<file path="src/rtl/lut_neuron_pkg.sv">
// rtl/lut_neuron_pkg.sv - shared constants, FSM state type and slice helper for the LUT neuron bank
package lut_neuron_pkg;

    localparam int DEF_IN_WIDTH  = 6;
    localparam int DEF_OUT_WIDTH = 2;
    localparam int DEF_NUM_CH    = 4;

    typedef enum logic {
        CLEAR = 1'b0,
        RUN   = 1'b1
    } state_t;

    function automatic int slice_lo(input int ch, input int width);
        return ch * width;
    endfunction

endpackage

</file>
<file path="src/rtl/lut_neuron_ram.sv">
// rtl/lut_neuron_ram.sv - one neuron truth table: sync write, async read distributed RAM
module lut_neuron_ram
    import lut_neuron_pkg::*;
#(
    parameter int ADDR_W = DEF_IN_WIDTH,
    parameter int DATA_W = DEF_OUT_WIDTH
) (
    input  logic              clk,
    input  logic              we,
    input  logic [ADDR_W-1:0] waddr,
    input  logic [DATA_W-1:0] wdata,
    input  logic [ADDR_W-1:0] raddr,
    output logic [DATA_W-1:0] rdata
);

    (* ram_style = "distributed" *) logic [DATA_W-1:0] mem [2**ADDR_W];

    always_ff @(posedge clk) begin
        if (we) begin
            mem[waddr] <= wdata;
        end
    end

    // Asynchronous read: a same-edge write is only visible on the following cycle.
    assign rdata = mem[raddr];

endmodule

</file>
<file path="src/rtl/lut_neuron_bank.sv">
// rtl/lut_neuron_bank.sv - runtime-programmable bank of LUT neurons with clear FSM and output register
module lut_neuron_bank
    import lut_neuron_pkg::*;
#(
    parameter int IN_WIDTH  = DEF_IN_WIDTH,
    parameter int OUT_WIDTH = DEF_OUT_WIDTH,
    parameter int NUM_CH    = DEF_NUM_CH,
    localparam int CH_W     = (NUM_CH > 1) ? $clog2(NUM_CH) : 1
) (
    input  logic                          clk,
    input  logic                          rst,
    input  logic                          in_valid,
    output logic                          in_ready,
    input  logic [NUM_CH*IN_WIDTH-1:0]    in_data,
    output logic                          out_valid,
    input  logic                          out_ready,
    output logic [NUM_CH*OUT_WIDTH-1:0]   out_data,
    input  logic                          cfg_we,
    input  logic [CH_W-1:0]               cfg_ch,
    input  logic [IN_WIDTH-1:0]           cfg_addr,
    input  logic [OUT_WIDTH-1:0]          cfg_data,
    output logic                          cfg_ready,
    output logic                          init_done
);

    state_t                      state;
    logic [IN_WIDTH-1:0]         clr_cnt;
    logic [IN_WIDTH-1:0]         waddr;
    logic [OUT_WIDTH-1:0]        wdata;
    logic [NUM_CH*OUT_WIDTH-1:0] lookup;
    logic                        accept;

    assign cfg_ready = (state == RUN);
    assign init_done = (state == RUN);
    assign in_ready  = (state == RUN) && (!out_valid || out_ready);
    assign accept    = in_valid && in_ready;

    // Clearing owns the write port; config writes are dropped until RUN.
    assign waddr = (state == CLEAR) ? clr_cnt : cfg_addr;
    assign wdata = (state == CLEAR) ? '0 : cfg_data;

    for (genvar c = 0; c < NUM_CH; c++) begin : g_ch
        logic                 ch_we;
        logic [OUT_WIDTH-1:0] rd;

        assign ch_we = (state == CLEAR) || (cfg_we && (state == RUN) && (cfg_ch == CH_W'(c)));

        lut_neuron_ram #(
            .ADDR_W(IN_WIDTH),
            .DATA_W(OUT_WIDTH)
        ) u_ram (
            .clk  (clk),
            .we   (ch_we),
            .waddr(waddr),
            .wdata(wdata),
            .raddr(in_data[slice_lo(c, IN_WIDTH) +: IN_WIDTH]),
            .rdata(rd)
        );

        assign lookup[slice_lo(c, OUT_WIDTH) +: OUT_WIDTH] = rd;
    end

    always_ff @(posedge clk) begin
        if (rst) begin
            state     <= CLEAR;
            clr_cnt   <= '0;
            out_valid <= 1'b0;
            out_data  <= '0;
        end else begin
            case (state)
                CLEAR: begin
                    clr_cnt <= clr_cnt + 1'b1;
                    if (clr_cnt == {IN_WIDTH{1'b1}}) begin
                        state <= RUN;
                    end
                end
                RUN: state <= RUN;
                default: state <= CLEAR;
            endcase

            if (accept) begin
                out_valid <= 1'b1;
                out_data  <= lookup;
            end else if (out_ready) begin
                out_valid <= 1'b0;
            end
        end
    end

endmodule
</file>
<file path="config.mk">
export PLATFORM = sky130hd
export DESIGN_NAME = lut_neuron_bank
export DESIGN_NICKNAME = d
export VERILOG_FILES = /design/src/rtl/lut_neuron_pkg.sv /design/src/rtl/lut_neuron_ram.sv /design/src/rtl/lut_neuron_bank.sv
export SDC_FILE = /design/constraint.sdc
export NUM_CORES = 1
export LEC_CHECK = 0
export CAP_MARGIN = 20
export CORE_MARGIN = 3
export CORE_UTILIZATION = 57
export DETAILED_ROUTE_END_ITERATION = 10
export DONT_BUFFER_PORTS = 1
export HOLD_SLACK_MARGIN = 0.15
export PLACE_DENSITY_LB_ADDON = 0.12
export SLEW_MARGIN = 20
export SYNTH_ARGS = -nofsm -noshare
export SYNTH_HDL_FRONTEND = slang
export SYNTH_SLANG_ARGS = --single-unit
export TNS_END_PERCENT = 1
</file>
<file path="constraint.sdc">
create_clock -name clk -period 4.9 [get_ports clk]
set_input_delay 0.49 -clock clk [delete_from_list [all_inputs] [get_ports clk]]
set_output_delay 0.49 -clock clk [all_outputs]
set_load 0.03 [all_outputs]
</file>
; ---- Word-level counts from Yosys, hierarchy flattened
; Memories as Yosys holds them, arrays and structs flattened. A register that Yosys moved wholly into a read port is not among the register bits.
; Index checks and enable logic that the tools add are counted.
; Widths: inputs -> output; s select.
[op_classes]
addsub = 1
multipliers = 0
div_mod_pow = 0
order_cmp = 0
eq_ne = 4
n_shift = 0
n_mux = 14
bitwise_logic = 1
reduce_logical = 15
[op_table]
columns = op, n
row1 = $mux 1, 11
row2 = $logic_and 1x1->1, 7
row3 = $add 6x1->6 const B, 1
row4 = $eq 6x6->1 const B, 1
row5 = $mux 6, 1
row6 = $logic_or 1x1->1, 5
row7 = $eq 2x2->1 const B, 2
row8 = $eq 2x1->1 const B, 1
row9 = $logic_not 2->1, 1
row10 = $mux 2, 1
row11 = $pmux 1 s2, 1
row12 = $reduce_bool 2->1, 1
row13 = $logic_not 1->1, 1
row14 = $not 1->1, 1
[totals]
reg_bits = 8
latchBits = 0
ram_bits = 512
rom_bits = 0
output_inout_bits = 12
word_cells = 42
memories = 4
[memory_table]
columns = memory, depth, width, rd, rd_clocked_by_memory_dff, wr, line_no
row1 = g_ch[0].u_ram.mem, 64, 2, 1, 1, 1, lut_neuron_ram.sv:16  ; (* ram_style = "distributed" *) logic [DATA_W-1:0] mem [2**ADDR_W];
row2 = g_ch[1].u_ram.mem, 64, 2, 1, 1, 1, lut_neuron_ram.sv:16
row3 = g_ch[2].u_ram.mem, 64, 2, 1, 1, 1, lut_neuron_ram.sv:16
row4 = g_ch[3].u_ram.mem, 64, 2, 1, 1, 1, lut_neuron_ram.sv:16

; ---- Depth between registers and ports, before layout
; Gate-level depths: netlist of the first run.
[depth]
word_depth = 5
mapped_depth = 8

; ---- By module
; Synthesis of the first run repeated with hierarchy kept, for this count alone.
[unflattened]
cells_unflattened = 1376
hier_area_um2 = 22250.1
[modules_own_cells]
columns = module, n_inst, cells_each, area_each_um2
row1 = lut_neuron_ram, 4, 322, 5357.6
row2 = lut_neuron_bank, 1, 88, 819.5

; ---- Worst setup path after synthesis of the first run
; Ideal clock, no wire load.
[synth_path]
kind = reg2reg
startpoint = register state (netlist: cfg_ready)
endpoint = memory g_ch[0].u_ram.mem[0][0] in the netlist's numbering, data pin
setup_ps = 867
arrival_ps = 4510
setup_slack_ps = -477
stages_incl_launch_ff = 5
path_buffers = 3
period_less_slack_ps = 5377
cell_sequence = dfxtp_1 buf_4 buf_4 buf_1 and2_1
[synth_via]
elab_chain_cells = 1
[synth_lines]
columns = element, line_no
row1 = from (decl), lut_neuron_bank.sv:26  ; state_t state;
row2 = from (signal assigned), lut_neuron_bank.sv:65  ; state <= CLEAR;
row3 = from (signal assigned), lut_neuron_bank.sv:74  ; state <= RUN;
row4 = from (signal assigned), lut_neuron_bank.sv:77  ; RUN: state <= RUN;
row5 = $mux 2, lut_neuron_bank.sv:40  ; assign wdata = (state == CLEAR) ? '0 : cfg_data;
row6 = named net g_ch[0].u_ram.wdata[0], lut_neuron_ram.sv:11  ; input logic [DATA_W-1:0] wdata,
row7 = to (decl), lut_neuron_ram.sv:16
; The timed path passes the listed nets, and every way through them passes these cells.

; ---- Worst setup path in the final report of the first run
[layout_path]
startpoint = register state (netlist: cfg_ready)
endpoint = memory g_ch[3].u_ram.mem[32][0] in the netlist's numbering (enable)
[layout_via]
elab_chain_cells = 5
[layout_lines]
columns = element, line_no
row1 = $logic_and 1x1->1 (2 in a row), lut_neuron_bank.sv:46  ; assign ch_we = (state == CLEAR) || (cfg_we && (state == RUN) && (cfg_ch == CH_W'(c)));
row2 = $logic_or 1x1->1, lut_neuron_bank.sv:46
row3 = $mux 1, lut_neuron_ram.sv:19  ; if (we) begin
row4 = $mux 1 (implied by the code), lut_neuron_ram.sv:20  ; mem[waddr] <= wdata;
row5 = to (decl), lut_neuron_ram.sv:16
; Parallel ways exist; a longest one is shown, timed or not.

==> qor.csv, run 1 <==
stage;metric;value;unit
cts;CTS Buffer Depth;3;
detailed_routing;DRC Markers;0;
timing;Final Max Slew Viols;0;
logic_synthesis;FF+latch count, synth;528;
timing;clk_skew;0.00906;ns
logic_synthesis;EDFF count, synth;512;
finish;number of fill cells;2789;
finish;storage element area;15700;um2
logic_synthesis;largest cells by area after synthesis;edfxtp_1 (69%), mux4_2 (11%), nor2_1 (4.7%);
detailed_routing;via count;11600;
floorplanning;I/O pins;51;
global_routing;number of global-route vias before repair;12100;
cts;postcts setup bufs;0;
global_routing;initial antenna violation count;5;
finish;area taken by multi-input logic gates;5980;um2
logic_synthesis;Yosys cell types;40;
worst_setup_path;crit-path cells;mux2i_1 -> nand2_1 -> nor2_1 -> nand2_1 -> nor2_1;
logic_synthesis;Synth area leader;edfxtp_1;
run;max cap viols;0;
finish;fin nets;1376;
place;DPL Wire Length;29000;um
worst_setup_path;CP Capture Type;flip-flop;
timing;final-report hold violation count;0;
timing;RSZ-0062 raised after global routing;false;
timing;fmax;281;MHz
detailed_routing;initial DRC count;937;
floorplanning;initial core utilization;0.583;
timing;Slew @ Worst Pin;1.03;ns
power_and_ir_drop;Max IR drop VDD;0.298;mV
cts;cts bufs inserted;52;
finish;layout cells sized above 1;0.153;
worst_setup_path;WP data arrival;3.83;ns
timing;Slew headroom;0.308;
floorplanning;core area;38000;um2
floorplanning;Core Rows;71;
place;RD Place Congestion;0.828;
place;port bufs;0;
logic_synthesis;syn nets;1372;
timing;final setup TNS;0;ns
timing;minimum clock period;3.56;ns
cts;CTS tree;built;
worst_setup_path;type of origin of the critical path;flip-flop;
worst_setup_path;R2R Setup Slk;1.34;ns
worst_setup_path;critical path type;flip-flop to flip-flop;
finish;# diodes;0;
logic_synthesis;mapped cell area;22200;um2
worst_setup_path;Critical Path RT;5.17;ns
worst_setup_path;crit-path max cell delay;0.97;ns
global_routing;gr usage total;0.233;
cts;Skew-Pair Late Insertion Delay;0.58;ns
finish;Area Growth Syn to Fin;8.92;%
cts;Sink Count;528;
cts;Reg clk slew, reported paths;0.06;ns
global_routing;largest net degree at the start of global routing;112;
logic_synthesis;Avg Cell Area, Syn;16.6;um2
timing;Final period util;0.727;
worst_hold_path;worst hold-check path type;primary input to flip-flop;
status;status;finished, final reports clean;
power_and_ir_drop;leak pwr;8.03;nW
cts;H-tree levels;2;
global_routing;global-route wire length before repair;72100;um
finish;Layout Cells excl Fill;1883;
logic_synthesis;Mapped Cells;1332;
detailed_routing;final wirelength;47400;um
worst_setup_path;Worst Path Buf+Inv;0;
cts;CTS Root Cell;clkbuf_16;
floorplanning;die area;41300;um2
power_and_ir_drop;Tot Pwr;9.04;mW
logic_synthesis;sequential fraction of the synthesis area;0.708;
logic_synthesis;Synth Flop Type;edfxtp_1;
detailed_routing;First-pass DRT Iterations;5;
detailed_routing;DRT antenna net count;0;
worst_setup_path;crit-path max FO;27;
logic_synthesis;Yosys top cell area share;0.694;
logic_synthesis;Async SR Flop Fraction;0;
place;placed cell count;1785;
global_routing;remaining global-route overflow;0;
logic_synthesis;YS warnings;0;
power_and_ir_drop;PD cells;374;nW/um2
detailed_routing;vias per cell;6.18;
timing;Finish-stage setup viols;0;
worst_setup_path;slowest cell on the critical path;dfxtp_2;
floorplanning;die span in y;203;um
floorplanning;Die Width;203;um
worst_setup_path;cell class contributing the biggest share of worst-path delay;simple AND/OR/NAND/NOR gates;
detailed_routing;drt wl/cell;25.2;um
worst paths after layout:
check	cells past startpoint	from	endpoint
max	5	cfg_ready$_SDFF_PP0_	g_ch[3].u_ram.mem[32][0]$_DFFE_PP_
min	2	in_data[1]	out_data[1]$_SDFFE_PP0P_
max reg2reg	5	cfg_ready$_SDFF_PP0_	g_ch[3].u_ram.mem[32][0]$_DFFE_PP_
min reg2reg	2	clr_cnt[5]$_SDFFE_PP0N_	clr_cnt[5]$_SDFFE_PP0N_
state kept, by name, indices dropped and copies added, names as in the netlist:
name and count:
out_data 8, clr_cnt 6, out_valid 1, g_ch.u_ram.mem 512
cfg_ready 1
cells in the final DEF, fill, tap and decap left out, types with 2 or more instances in the layout:
cell type      instances
nand3_1               31
a211oi_2               4
nor2_1               280
mux2_2                 5
bufinv_16              4
a2111oi_2              4
clkbuf_16             53
dfxtp_1               15
buf_4                 14
clkbuf_1              14
and2_4                 2
and3_1                 5
o2111a_1               8
o21ai_1                2
nor3_2                 3
a22oi_1               16
a22o_1                 8
xor2_1                 3
clkinv_1               9
nor3_1                23
mux2i_1               46
nand2_1               96
edfxtp_1             512
buf_12                 2
inv_6                  2
nand2b_1               6
mux4_1                14
a211oi_1               4
a21oi_1               20
a221o_1                8
dlygate4sd3_1          8
a2111oi_1              4
clkinv_2               6
nor2b_1               24
mux4_2               106
power breakdown:
group	total, mW	internal [mW]	switching (mW)
Combinational	0.320	0.155	0.165
Sequential	4.91	4.90	0.00851
Clock	3.80	2.19	1.61
Total	9.04	7.25	1.79
repair_timing:
action	4_1_cts	5_1_grt
endpoints found under the hold margin	16	0
hold buffers	8	0
resized for setup	0	0
area by class of cell:
| cell class | count | area share |
|---|---|---|
| sequential | 528 | 0.650 |
| multi-input combinational | 729 | 0.248 |
| clock inverter | 23 | 0.00917 |
| tap | 511 | 0.0265 |
| timing repair buffer | 24 | 0.00933 |
| inverter | 1 | 0.000155 |
| clock buffer | 67 | 0.0571 |
cells in the mapped netlist, types with 2 or more instances:
| cell type | n |
|---|---|
| buf_6 | 12 |
| buf_2 | 18 |
| mux2i_1 | 46 |
| buf_8 | 8 |
| a22oi_1 | 16 |
| mux2_2 | 5 |
| and3_1 | 5 |
| mux4_2 | 106 |
| clkbuf_1 | 7 |
| a2111oi_2 | 4 |
| nor3_1 | 24 |
| nand2b_1 | 6 |
| edfxtp_1 | 512 |
| nor2_1 | 280 |
| a221o_1 | 8 |
| a22o_1 | 8 |
| a2111oi_1 | 4 |
| a211oi_2 | 4 |
| o2111a_1 | 8 |
| mux4_1 | 14 |
| buf_4 | 7 |
| o21ai_1 | 2 |
| and2_1 | 3 |
| a211oi_1 | 4 |
| buf_1 | 21 |
| a21oi_1 | 20 |
| dfxtp_1 | 16 |
| nand2_1 | 96 |
| nand3_1 | 31 |
| nor3_2 | 2 |
| nor2b_1 | 24 |
| xor2_1 | 3 |
layer usage:
layer,GRT usage,up-vias,wire [um]
met3,0.0573,91,3650
met4,0.0674,10,1260
met5,0,-,62
li1,-,5191,-
met1,0.326,5988,19600
met2,0.373,362,22900
stage by stage:
step                utilization  setup WS, ns  instance area (um2)  hold slack (ns)
detailed placement        0.591          1.45                22500            0.511
finish                    0.635          1.34                24100            0.179
CTS                       0.635          1.43                24100            0.153
global placement          0.591          1.58                22500            0.501
global route              0.635          1.25                24100            0.167
floorplan                     -          1.32                22200            0.477
kinds of logic after synthesis:
group / Yosys count / share of synthesized area
adder cells (fa/ha/maj): 1 / 0.000564
flip-flops: 528 / 0.708
AO/OA/AOI/OAI: 80 / 0.0301
AND/OR/NAND/NOR: 472 / 0.0880
buffers and inverters: 75 / 0.0231
multiplexers: 172 / 0.149
XOR/XNOR: 4 / 0.00158
worst register-to-register path: stages (launching register included):
cell     delay, ns
dfxtp_2       0.97
mux2i_1       0.80
nand2_1       0.19
nor2_1        0.62
nand2_1       0.38
nor2_1        0.29
(Power assumes the default switching activity.)
==> run 2: changes to the inputs <==
clock period = 3.1 ns   (was 4.9 ns; I/O delays follow)
==> qor.csv, run 2 (synthesis results as in run 1) <==
stage;metric;value;unit;change
worst_setup_path;FF-to-FF Start;cfg_ready$_SDFF_PP0_;;
detailed_routing;initial DRC count;1137;;+21%
timing;Slew @ Worst Pin;1.20;ns;+0.174 ns
worst_hold_path;hold path cells;4;;+2
timing;RSZ-0062 raised after global routing;false;;
detailed_routing;final wirelength;49300;um;+4.0%
floorplanning;die area;41300;um2;unchanged
power_and_ir_drop;PD cells;598;nW/um2;+60%
finish;fin util;0.649;;+0.0139
worst_setup_path;critical path type;flip-flop to flip-flop;;
floorplanning;Core Rows;71;;unchanged
timing;minimum clock period;3.07;ns;-0.490 ns
global_routing;remaining global-route overflow;0;;unchanged
worst_setup_path;Worst R2R End;g_ch[0].u_ram.mem[30][0]$_DFFE_PP_;;
cts;H-tree levels;2;;unchanged
finish;most frequent cells in the layout;edfxtp_1 (512), nor2_1 (280), mux4_2 (106);;
finish;Area Growth Syn to Fin;11.3;%;
finish;fin nets;1411;;+2.5%
finish;layout cells sized above 1;0.163;;+0.0104
worst_setup_path;WP data arrival;3.35;ns;-0.48 ns
finish;largest registers;g_ch.u_ram.mem x512, out_data x8, clr_cnt x6;;
global_routing;global-route wire length before repair;74000;um;+2.6%
worst_hold_path;HP Start;in_data[17];;
detailed_routing;via count;12000;;+3.1%
floorplanning;core area;38000;um2;unchanged
floorplanning;die span in y;203;um;unchanged
timing;Finish-stage setup viols;0;;unchanged
timing;clk_skew;0.0157;ns;+0.00668 ns
worst_setup_path;Worst Path Buf+Inv;0;;unchanged
cts;cts bufs inserted;53;;+1.9%
power_and_ir_drop;Reg power frac;0.526;;-0.018
place;DPL Wire Length;29500;um;+1.7%
finish;number of fill cells;2717;;-2.6%
status;status;finished, final reports clean;;
timing;fmax;325;MHz;+16%
power_and_ir_drop;internal power;11.8;mW;+63%
worst_setup_path;Critical Path RT;3.37;ns;-1.80 ns
global_routing;number of global-route vias before repair;12500;;+3.6%
cts;Skew-Pair Late Insertion Delay;0.59;ns;about the same
run;max cap viols;0;;unchanged
cts;CTS tree;built;;
detailed_routing;DRT antenna net count;0;;unchanged
power_and_ir_drop;leak pwr;8.27;nW;+3.1%
cts;CTS Buffer Depth;3;;unchanged
timing;Slew headroom;0.191;;-0.117
worst_setup_path;cell class contributing the biggest share of worst-path delay;simple AND/OR/NAND/NOR gates;;
worst_setup_path;slowest cell on the critical path;nor3_1;;
floorplanning;Die Width;203;um;unchanged
global_routing;gr usage total;0.237;;+0.00367
place;port bufs;0;;unchanged
detailed_routing;DRC Markers;0;;unchanged
place;RD Place Congestion;0.796;;-3.8%
global_routing;initial antenna violation count;5;;unchanged
worst_setup_path;cell count of the worst reg-to-reg path;4;;-1
worst_setup_path;R2R Setup Slk;0.03;ns;-1.31 ns
global_routing;largest net degree at the start of global routing;173;;+54%
worst_hold_path;hold path endpoint;out_data[4]$_SDFFE_PP0P_;;
worst_setup_path;crit-path cells;mux2_2 -> nor3_1 -> nand2_1 -> nor2_1;;
worst_setup_path;crit-path max FO;15;;-44%
power_and_ir_drop;switching share of power;0.199;;+0.00106
cts;CTS Root Cell;clkbuf_16;;
worst_setup_path;CP Capture Type;flip-flop;;
finish;Top reg by flops;g_ch.u_ram.mem;;
power_and_ir_drop;Max IR drop VDD;0.508;mV;+70%
power_and_ir_drop;Comb power frac;0.038;;+0.003
cts;Reg clk slew, reported paths;0.06;ns;about the same
detailed_routing;First-pass DRT Iterations;6;;+1
finish;most common cell after layout, fill and taps aside;edfxtp_1;;
floorplanning;I/O pins;51;;unchanged
power_and_ir_drop;clock power share;0.436;;+0.015
timing;final-report hold violation count;0;;unchanged
place;pre-CTS setup slack;0.213;ns;-1.24 ns
detailed_routing;drt wl/cell;25.6;um;+1.7%
floorplanning;initial core utilization;0.583;;unchanged
worst_setup_path;crit-path max cell delay;0.93;ns;-0.04 ns
timing;worst hold slack;0.195;ns;+0.0167 ns
worst_hold_path;worst hold-check path type;primary input to flip-flop;;
timing;setup ws final;0.0272;ns;-1.31 ns
power_and_ir_drop;switching power;2.94;mW;+64%
worst_setup_path;type of origin of the critical path;flip-flop;;
detailed_routing;vias per cell;6.24;;+0.88%
cts;Sink Count;528;;unchanged
timing;Final Max Slew Viols;0;;unchanged
finish;Largest register FFs;512;;unchanged
timing;Final period util;0.991;;+0.264
[run 2: metrics by stage]
step | instance area (um2) | TNS, ns | power, mW | cells
finish | 24700 | 0 | 14.8 | 1925
global route | 24700 | 0 | 15.2 | 1924
CTS | 24700 | 0 | 14.9 | 1923
detailed placement | 22500 | 0 | 8.42 | 1790
global placement | 22500 | 0 | 8.41 | 1790
floorplan | 22200 | -244.18 | 8.41 | 1332
[run 2: area by class of cell]
cell class,instances,area (um2),share of cell area
well taps,511,639,0.0259
diodes,1,2.50,0.000101
inverters,1,3.75,0.000152
multi-input cells,730,5990,0.243
repair buffers,57,581,0.0235
flip-flops and latches,528,15700,0.636
clock inverters,38,365,0.0148
clock buffers,59,1390,0.0564
[run 2: worst max path at each step]
stage                              start                                  to  slack, ns  cells after the start
finish              cfg_ready$_SDFF_PP0_  g_ch[0].u_ram.mem[30][0]$_DFFE_PP_       0.03                      4
global route        cfg_ready$_SDFF_PP0_            out_data[3]$_SDFFE_PP0P_       0.04                      6
CTS                 cfg_ready$_SDFF_PP0_            out_data[7]$_SDFFE_PP0P_       0.14                      6
detailed placement  cfg_ready$_SDFF_PP0_  g_ch[0].u_ram.mem[30][1]$_DFFE_PP_       0.21                      4
global placement    cfg_ready$_SDFF_PP0_  g_ch[2].u_ram.mem[30][0]$_DFFE_PP_       0.23                      4
floorplan           cfg_ready$_SDFF_PP0_   g_ch[0].u_ram.mem[0][0]$_DFFE_PP_      -0.48                      4
[run 2: power by group through the flow]
stage | clock (mW) | sequential [mW] | combinational, mW
after detailed placement | 0 | 7.92 | 0.504
after global routing | 6.81 | 7.76 | 0.595
after floorplan | 0 | 7.91 | 0.497
final | 6.43 | 7.77 | 0.560
after CTS | 6.53 | 7.77 | 0.555
after global placement | 0 | 7.92 | 0.497
[run 2: timing repair]
| item | in CTS | in global routing |
|---|---|---|
| hold endpoints to repair | 16 | 0 |
| buffers inserted | 0 | 0 |
| gates resized for setup | 0 | 0 |
| hold buffers | 36 | 0 |
| setup endpoints to repair | 0 | 3 |
[run 2: layer usage]
layer / global-route usage / vias to the layer above / share of wire
met5: 0 / - / 0.00089
met4: 0.0723 / 8 / 0.027
met3: 0.0611 / 101 / 0.082
met2: 0.378 / 463 / 0.49
met1: 0.328 / 6169 / 0.40
li1: - / 5266 / -
[run 2: worst reg2reg max path, stage by stage (launching register included)]
cell and delay [ns]:
dfxtp_2 0.57, mux2_2 0.45, nor3_1 0.93, nand2_1 0.50, nor2_1 0.31
